$ cat src/rtl/tm1638_pkg.sv
// Shared TM1638 command encodings, responder state type and key-frame sizing.
package tm1638_pkg;

  localparam logic [1:0] CMD_DATA = 2'b01;
  localparam logic [1:0] CMD_DISP = 2'b10;
  localparam logic [1:0] CMD_ADDR = 2'b11;

  localparam int DATA_RD_BIT  = 1;
  localparam int DATA_FIX_BIT = 2;

  localparam int KEY_BITS  = 32;
  localparam int KEY_CNT_W = $clog2(KEY_BITS + 1);
  localparam logic [KEY_CNT_W-1:0] KEY_CNT_DONE = KEY_CNT_W'(KEY_BITS);

  typedef enum logic [2:0] {
    ST_WAIT_IDLE,
    ST_IDLE,
    ST_CMD,
    ST_DATA_RX,
    ST_KEY_TX,
    ST_IGNORE
  } rx_state_t;

endpackage

$ cat src/rtl/tm1638_slave_rx_if.sv
// The 3-wire TM1638 link as seen between a driver (master) and this responder (slave).
interface tm1638_slave_rx_if;
  logic stb_i;
  logic sclk_i;
  logic dio_i;
  logic dio_o;
  logic dio_oe;

  modport master (
    output stb_i,
    output sclk_i,
    output dio_i,
    input  dio_o,
    input  dio_oe
  );

  modport slave (
    input  stb_i,
    input  sclk_i,
    input  dio_i,
    output dio_o,
    output dio_oe
  );
endinterface

$ cat src/rtl/tm1638_in_sync.sv
// Brings STB/CLK/DIO into the clk domain and produces single-cycle edge strobes.
module tm1638_in_sync #(
  parameter int SYNC_STAGES = 2
) (
  input  logic clk,
  input  logic rst,
  input  logic stb_i,
  input  logic sclk_i,
  input  logic dio_i,
  output logic stb_o,
  output logic dio_o,
  output logic stb_rise_o,
  output logic stb_fall_o,
  output logic sclk_rise_o,
  output logic sclk_fall_o
);

  // Chain resets to 0 so a frame that is mid-flight during reset looks like
  // STB still low; the responder then waits for a genuine STB high.
  logic [2:0] sync_q [SYNC_STAGES];
  logic [1:0] prev_q;
  logic [2:0] sync_last;

  always_ff @(posedge clk or posedge rst) begin
    if (rst) begin
      for (int i = 0; i < SYNC_STAGES; i++) sync_q[i] <= '0;
      prev_q <= '0;
    end else begin
      sync_q[0] <= {stb_i, sclk_i, dio_i};
      for (int i = 1; i < SYNC_STAGES; i++) sync_q[i] <= sync_q[i-1];
      prev_q <= sync_last[2:1];
    end
  end

  assign sync_last   = sync_q[SYNC_STAGES-1];
  assign stb_o       = sync_last[2];
  assign dio_o       = sync_last[0];
  assign stb_rise_o  =  sync_last[2] & ~prev_q[1];
  assign stb_fall_o  = ~sync_last[2] &  prev_q[1];
  assign sclk_rise_o =  sync_last[1] & ~prev_q[0];
  assign sclk_fall_o = ~sync_last[1] &  prev_q[0];

endmodule

$ cat src/rtl/tm1638_slave_rx.sv
// TM1638 device-side responder: command decode, 16x8 display RAM, key-scan readback.
module tm1638_slave_rx
  import tm1638_pkg::*;
#(
  parameter  int SYNC_STAGES = 2,
  parameter  int RAM_DEPTH   = 16,
  localparam int AW          = $clog2(RAM_DEPTH)
) (
  input  logic                clk,
  input  logic                rst,
  tm1638_slave_rx_if.slave    link,
  input  logic [KEY_BITS-1:0] keys_i,
  output logic                disp_on,
  output logic [2:0]          brightness,
  output logic                ram_we,
  output logic [AW-1:0]       ram_addr,
  output logic [7:0]          ram_wdata,
  input  logic [AW-1:0]       rd_addr,
  output logic [7:0]          rd_data,
  output logic                frame_err
);

  function automatic logic [AW-1:0] addr_next(input logic [AW-1:0] a);
    if (a == AW'(RAM_DEPTH - 1)) return '0;
    return a + AW'(1);
  endfunction

  logic stb_s, dio_s, stb_rise, stb_fall, sclk_rise, sclk_fall;

  tm1638_in_sync #(.SYNC_STAGES(SYNC_STAGES)) u_sync (
    .clk        (clk),
    .rst        (rst),
    .stb_i      (link.stb_i),
    .sclk_i     (link.sclk_i),
    .dio_i      (link.dio_i),
    .stb_o      (stb_s),
    .dio_o      (dio_s),
    .stb_rise_o (stb_rise),
    .stb_fall_o (stb_fall),
    .sclk_rise_o(sclk_rise),
    .sclk_fall_o(sclk_fall)
  );

  rx_state_t             state_q, state_d;
  logic [2:0]            bit_cnt_q, bit_cnt_d;
  logic [6:0]            sr_q, sr_d;
  logic [AW-1:0]         addr_q, addr_d;
  logic                  fixed_q, fixed_d;
  logic                  disp_on_q, disp_on_d;
  logic [2:0]            bright_q, bright_d;
  logic [KEY_BITS-1:0]   key_sr_q, key_sr_d;
  logic [KEY_CNT_W-1:0]  key_cnt_q, key_cnt_d;
  logic                  dio_q, dio_d;
  logic                  dio_oe_q, dio_oe_d;
  logic                  we_q, we_d;
  logic [AW-1:0]         waddr_q, waddr_d;
  logic [7:0]            wdata_q, wdata_d;
  logic                  ferr_q, ferr_d;
  logic [7:0]            ram_q [RAM_DEPTH];

  logic       capture, byte_end;
  logic [7:0] byte_w;

  // The 7 earlier bits sit in sr_q; the byte is complete with the current DIO bit.
  assign byte_w   = {dio_s, sr_q};
  assign capture  = sclk_rise & ~stb_s &
                    (state_q inside {ST_CMD, ST_DATA_RX, ST_KEY_TX, ST_IGNORE});
  assign byte_end = capture && (bit_cnt_q == 3'd7);

  always_comb begin
    state_d   = state_q;
    bit_cnt_d = bit_cnt_q;
    sr_d      = sr_q;
    addr_d    = addr_q;
    fixed_d   = fixed_q;
    disp_on_d = disp_on_q;
    bright_d  = bright_q;
    key_sr_d  = key_sr_q;
    key_cnt_d = key_cnt_q;
    dio_d     = dio_q;
    dio_oe_d  = dio_oe_q;
    we_d      = 1'b0;
    waddr_d   = waddr_q;
    wdata_d   = wdata_q;
    ferr_d    = 1'b0;

    if (state_q == ST_WAIT_IDLE) begin
      if (stb_s) state_d = ST_IDLE;
    end else if (stb_rise) begin
      // Frame end has priority over a coincident clock edge.
      ferr_d    = (bit_cnt_q != 3'd0);
      bit_cnt_d = '0;
      dio_oe_d  = 1'b0;
      dio_d     = 1'b0;
      state_d   = ST_IDLE;
    end else begin
      if (capture) begin
        sr_d      = byte_w[7:1];
        bit_cnt_d = bit_cnt_q + 3'd1;
      end
      case (state_q)
        ST_IDLE: begin
          if (stb_fall) begin
            bit_cnt_d = '0;
            state_d   = ST_CMD;
          end
        end
        ST_CMD: begin
          if (byte_end) begin
            case (byte_w[7:6])
              CMD_DATA: begin
                if (byte_w[DATA_RD_BIT]) begin
                  key_sr_d  = keys_i;
                  key_cnt_d = '0;
                  state_d   = ST_KEY_TX;
                end else begin
                  fixed_d = byte_w[DATA_FIX_BIT];
                  state_d = ST_IGNORE;
                end
              end
              CMD_DISP: begin
                disp_on_d = byte_w[3];
                bright_d  = byte_w[2:0];
                state_d   = ST_IGNORE;
              end
              CMD_ADDR: begin
                addr_d  = byte_w[AW-1:0];
                state_d = ST_DATA_RX;
              end
              default: begin
                ferr_d  = 1'b1;
                state_d = ST_IGNORE;
              end
            endcase
          end
        end
        ST_DATA_RX: begin
          if (byte_end) begin
            we_d    = 1'b1;
            waddr_d = addr_q;
            wdata_d = byte_w;
            if (!fixed_q) addr_d = addr_next(addr_q);
          end
        end
        ST_KEY_TX: begin
          // Bits change on the falling edge; the driver samples on the rise.
          if (sclk_fall && key_cnt_q != KEY_CNT_DONE) begin
            dio_d     = key_sr_q[0];
            key_sr_d  = key_sr_q >> 1;
            dio_oe_d  = 1'b1;
            key_cnt_d = key_cnt_q + KEY_CNT_W'(1);
          end else if (sclk_rise && key_cnt_q == KEY_CNT_DONE) begin
            dio_oe_d = 1'b0;
            dio_d    = 1'b0;
          end
        end
        default: ;
      endcase
    end
  end

  always_ff @(posedge clk or posedge rst) begin
    if (rst) begin
      state_q   <= ST_WAIT_IDLE;
      bit_cnt_q <= '0;
      sr_q      <= '0;
      addr_q    <= '0;
      fixed_q   <= 1'b0;
      disp_on_q <= 1'b0;
      bright_q  <= '0;
      key_sr_q  <= '0;
      key_cnt_q <= '0;
      dio_q     <= 1'b0;
      dio_oe_q  <= 1'b0;
      we_q      <= 1'b0;
      waddr_q   <= '0;
      wdata_q   <= '0;
      ferr_q    <= 1'b0;
    end else begin
      state_q   <= state_d;
      bit_cnt_q <= bit_cnt_d;
      sr_q      <= sr_d;
      addr_q    <= addr_d;
      fixed_q   <= fixed_d;
      disp_on_q <= disp_on_d;
      bright_q  <= bright_d;
      key_sr_q  <= key_sr_d;
      key_cnt_q <= key_cnt_d;
      dio_q     <= dio_d;
      dio_oe_q  <= dio_oe_d;
      we_q      <= we_d;
      waddr_q   <= waddr_d;
      wdata_q   <= wdata_d;
      ferr_q    <= ferr_d;
    end
  end

  // RAM update shares the edge that raises ram_we, so rd_data agrees with the pulse.
  always_ff @(posedge clk or posedge rst) begin
    if (rst) begin
      for (int i = 0; i < RAM_DEPTH; i++) ram_q[i] <= '0;
    end else if (we_d) begin
      ram_q[waddr_d] <= wdata_d;
    end
  end

  assign link.dio_o  = dio_q;
  assign link.dio_oe = dio_oe_q;
  assign disp_on     = disp_on_q;
  assign brightness  = bright_q;
  assign ram_we      = we_q;
  assign ram_addr    = waddr_q;
  assign ram_wdata   = wdata_q;
  assign rd_data     = ram_q[rd_addr];
  assign frame_err   = ferr_q;

endmodule

$ cat src/flat_wrapper.sv
// flat-port wrapper written by rule: the top's interface ports become plain ports
module tm1638_slave_rx_flat import tm1638_pkg::*;
#(
  parameter  int SYNC_STAGES = 2,
  parameter  int RAM_DEPTH   = 16,
  localparam int AW          = $clog2(RAM_DEPTH)
)
  (clk, rst, keys_i, disp_on, brightness, ram_we, ram_addr, ram_wdata, rd_addr, rd_data, frame_err, link_stb_i, link_sclk_i, link_dio_i, link_dio_o, link_dio_oe);
  tm1638_slave_rx_if link_i ();
  input  logic clk;
  input  logic rst;
  input  logic [KEY_BITS-1:0] keys_i;
  output logic disp_on;
  output logic [2:0] brightness;
  output logic ram_we;
  output logic [AW-1:0] ram_addr;
  output logic [7:0] ram_wdata;
  input  logic [AW-1:0] rd_addr;
  output logic [7:0] rd_data;
  output logic frame_err;
  input wire logic [$bits(link_i.stb_i)-1:0] link_stb_i;
  input wire logic [$bits(link_i.sclk_i)-1:0] link_sclk_i;
  input wire logic [$bits(link_i.dio_i)-1:0] link_dio_i;
  output wire logic [$bits(link_i.dio_o)-1:0] link_dio_o;
  output wire logic [$bits(link_i.dio_oe)-1:0] link_dio_oe;
  assign link_i.stb_i = link_stb_i;
  assign link_i.sclk_i = link_sclk_i;
  assign link_i.dio_i = link_dio_i;
  assign link_dio_o = link_i.dio_o;
  assign link_dio_oe = link_i.dio_oe;
  tm1638_slave_rx #(.SYNC_STAGES(SYNC_STAGES), .RAM_DEPTH(RAM_DEPTH)) u_core (.clk(clk), .rst(rst), .link(link_i), .keys_i(keys_i), .disp_on(disp_on), .brightness(brightness), .ram_we(ram_we), .ram_addr(ram_addr), .ram_wdata(ram_wdata), .rd_addr(rd_addr), .rd_data(rd_data), .frame_err(frame_err));
endmodule
$ cat config.mk
export PLATFORM = sky130hd
export DESIGN_NAME = tm1638_slave_rx_flat
export DESIGN_NICKNAME = d
export VERILOG_FILES = /design/src/rtl/tm1638_pkg.sv /design/src/rtl/tm1638_slave_rx_if.sv /design/src/rtl/tm1638_in_sync.sv /design/src/rtl/tm1638_slave_rx.sv /design/src/flat_wrapper.sv
export SDC_FILE = /design/constraint.sdc
export NUM_CORES = 1
export LEC_CHECK = 0
export CAP_MARGIN = 20
export CORE_MARGIN = 5
export CORE_UTILIZATION = 40
export CTS_BUF_LIST = sky130_fd_sc_hd__clkbuf_8 sky130_fd_sc_hd__clkbuf_16
export CTS_CLUSTER_SIZE = 8
export DETAILED_ROUTE_END_ITERATION = 12
export SLEW_MARGIN = 10
export SYNTH_ARGS = -nofsm -noshare
export SYNTH_HDL_FRONTEND = slang
export SYNTH_SLANG_ARGS = --single-unit
$ cat constraint.sdc
create_clock -name clk -period 10.48 [get_ports clk]
set_input_delay 3.144 -clock clk [delete_from_list [all_inputs] [get_ports clk]]
set_output_delay 3.144 -clock clk [all_outputs]
set_load 0.02 [all_outputs]
==> run metrics <==
num rows 57; Worst-Margin Slew 1.04 ns; CTS Buf Count 30; share of layout cells above drive strength 1 24.1%; reg2reg start u_core.u_sync.sync_last[2]; ys flop type dfrtp_1; Max IR drop VDD 0.102 mV; # setup viols final 0; PortBufs 68; later-pin clock latency in the skew report 0.53 ns; power per cell area 159 mW/mm^2; post-route insts no fill 1187; worst min path class register to register; CP Class primary input to primary output; # diodes 0; initial antenna violation count 0; most common cell after layout, fill and taps aside dfrtp_1; CP Capture Type primary output; Die Span X 167 um; Syn Nets 849; flop2flop setup slack 7.56 ns; total wire length 21.6 mm; leak pwr 5.26 nW; placed cells 1154; vias in the first global route 6297; synth unique cells 58; die height 167 um; top-area cell type share of the netlist area 53.9%; busiest grt layer met1; relative slew slack 30.0%; via-per-instance ratio 5.28; Post-synth ARST share 100%; Post-CTS Resized 0; fin nets 912; Overall Global Routing Usage 15.6%; DRC 0; Post-synth EDFFs 0; cell area after synthesis 0.00984 sq mm; clk buf depth 3; Fillers 2175; Yosys warning count 0; initial cell density of the core 40.6%; compound-gate portion of the synthesized area 9.02%; Clock Sinks 212; HP Start u_core.u_sync.sync_q[4]; Routed WL per cell 18.2 um; final-report max-slew violation count 0; Simple-Gate Fraction of Synth Area 11.3%; Synth Area in Adders 1.02%; IO Pins 69; post-layout minimum cycle time 8.78 ns; xor-xnor portion of the synthesized cell area 0.0890%; CTS tree built; DIE AREA 0.0278 sq mm; Post-Syn Area per Cell 12.3 sq um; post-route ant nets 0; most frequent cells in the layout dfrtp_1, a21oi_1, nor2_1, mux2_2, clkdlybuf4s50_1; largest net degree at the start of global routing 138; register area share after synthesis 53.9%; mux contribution to synthesized area 20.8%; RSZ-0062 raised after global routing no; grt ovf 0; Placeable Area 0.0242 sq mm; global-route wire length before repair 35.7 mm; critical path data arrival time 5.63 ns; Root Buffer clkbuf_16; main combinational cell family by area after synthesis multiplexers; outcome finished clean; Final Hold Viols 0; reg2reg path depth 7; Iteration-0 DRC Markers 426; maxcap violations 0; area grow syn2layout 17.6%; Post-DP HPWL 14.4 mm; Max H-tree Level 1; worst hold path depth 0; via count 6264; GPL Wtd Cong 0.814; CTS clk-pin slew, worst paths 0.05 ns; startpoint types primary input; met1 Resource Use GR 24.2%; register bit total from synthesis 212; hold endpoint u_core.u_sync.sync_last[1]; Synth area leaders dfrtp_1, mux2_2, mux4_2, a21oi_1, nor2_1; critical path fanouts, max 32; Pre-antenna DRT Iters 5; gate count after technology mapping 800; Post-CTS Setup Bufs 0; met2 Use GR 23.3%; TNS Setup 0 ns; CTS Hold Bufs 0; fin crit share 83.8%; cell taking the most area after synthesis dfrtp_1; r2r endpoint u_core.ram_q[34]; Data required, critical path 7.34 ns; Clock Skews 0.0142 ns; met3 usage 2.70%; FMAX 114 MHz
kinds of logic after synthesis:
group / count (synthesis)
DFF: 212
buffers and inverters: 77
muxes: 143
xor gates and xnor gates: 1
AOI/OAI and AO/OA: 158
adders and majority gates: 8
and+or+nand+nor: 201
worst max-delay path: stages:
cell and delay, ns:
clkdlybuf4s50_1 0.46, buf_4 0.39, mux4_2 0.57, mux4_2 0.49, clkdlybuf4s50_1 0.56
final cells by class:
class	instances	area (sq um)	area share (%)
clock inverter	2	46.3	0.400
tap	324	405	3.50
multi-input combinational	511	4160	35.9
sequential	212	5310	45.8
clock buffer	30	751	6.49
timing repair buffer	85	816	7.05
inverter	23	93.8	0.811
through the flow:
stage               utilization [%]  worst slack (ns)  area [sq um]  hold WS [ns]  total power, mW
floorplan                         -              1.54          9840         0.331            0.972
global placement               44.3              1.75         10700         0.333             1.01
detailed placement             44.4              1.66         10800         0.336             1.01
CTS                            47.6              1.66         11600         0.347             1.87
global route                   47.7              1.65         11600         0.350             1.92
finish                         47.7              1.70         11600         0.344             1.84
report_power, final:
part	leakage, nW	total, mW	internal (mW)	switching, mW
Clock	0.391	0.844	0.523	0.321
Sequential	2.92	0.865	0.836	0.0294
Combinational	1.95	0.132	0.0561	0.0758
Total	5.26	1.84	1.41	0.427
flip-flops by register name, indices dropped and copies added (netlist names), 4 cells and up:
| signal | count |
|---|---|
| u_core.key_sr_q | 32 |
| u_core.ram_addr | 4 |
| u_core.ram_q | 128 |
| u_core.ram_wdata | 8 |
| u_core.sr_q | 7 |
| u_core.key_cnt_q | 6 |
| u_core.addr_q | 4 |
cell usage after synthesis (2+ instances only):
cell	count
a211o_1	2
a21oi_1	106
a22o_1	2
a31oi_1	4
and3_1	2
buf_1	3
buf_2	23
buf_4	4
buf_6	6
clkbuf_1	17
dfrtp_1	212
ha_1	8
inv_1	21
inv_2	2
mux2_2	91
mux2i_1	12
mux4_2	40
nand2_1	33
nand2b_1	8
nand3_1	4
nand3b_1	3
nand4_1	3
nand4bb_1	3
nor2_1	105
nor2b_1	2
nor3_1	5
nor4_1	3
nor4_2	2
nor4_4	10
o21ai_0	24
o22ai_1	2
o2bb2ai_1	2
o31ai_1	4
or2_2	5
or3_1	2
or3b_2	2
or4_1	2
worst max path at each step:
stage,from,cells past startpoint,end,slack (ns)
finish,rd_addr[1],5,rd_data[2],1.70
global route,rd_addr[1],5,rd_data[2],1.65
global placement,rd_addr[1],5,rd_data[2],1.75
CTS,rd_addr[0],4,rd_data[7],1.66
detailed placement,rd_addr[0],4,rd_data[7],1.66
floorplan,rst,1,u_core.addr_q[0],1.54
routing by layer:
| metal | wire, um | part of all wire [%] | vias up |
|---|---|---|---|
| met4 | 276 | 1.3 | 0 |
| met2 | 9610 | 45 | 157 |
| met1 | 10400 | 48 | 3094 |
| met5 | 0 | 0 | - |
| met3 | 1260 | 5.8 | 22 |
| li1 | - | - | 2991 |
No activity file was read; power rests on OpenSTA's default activity.
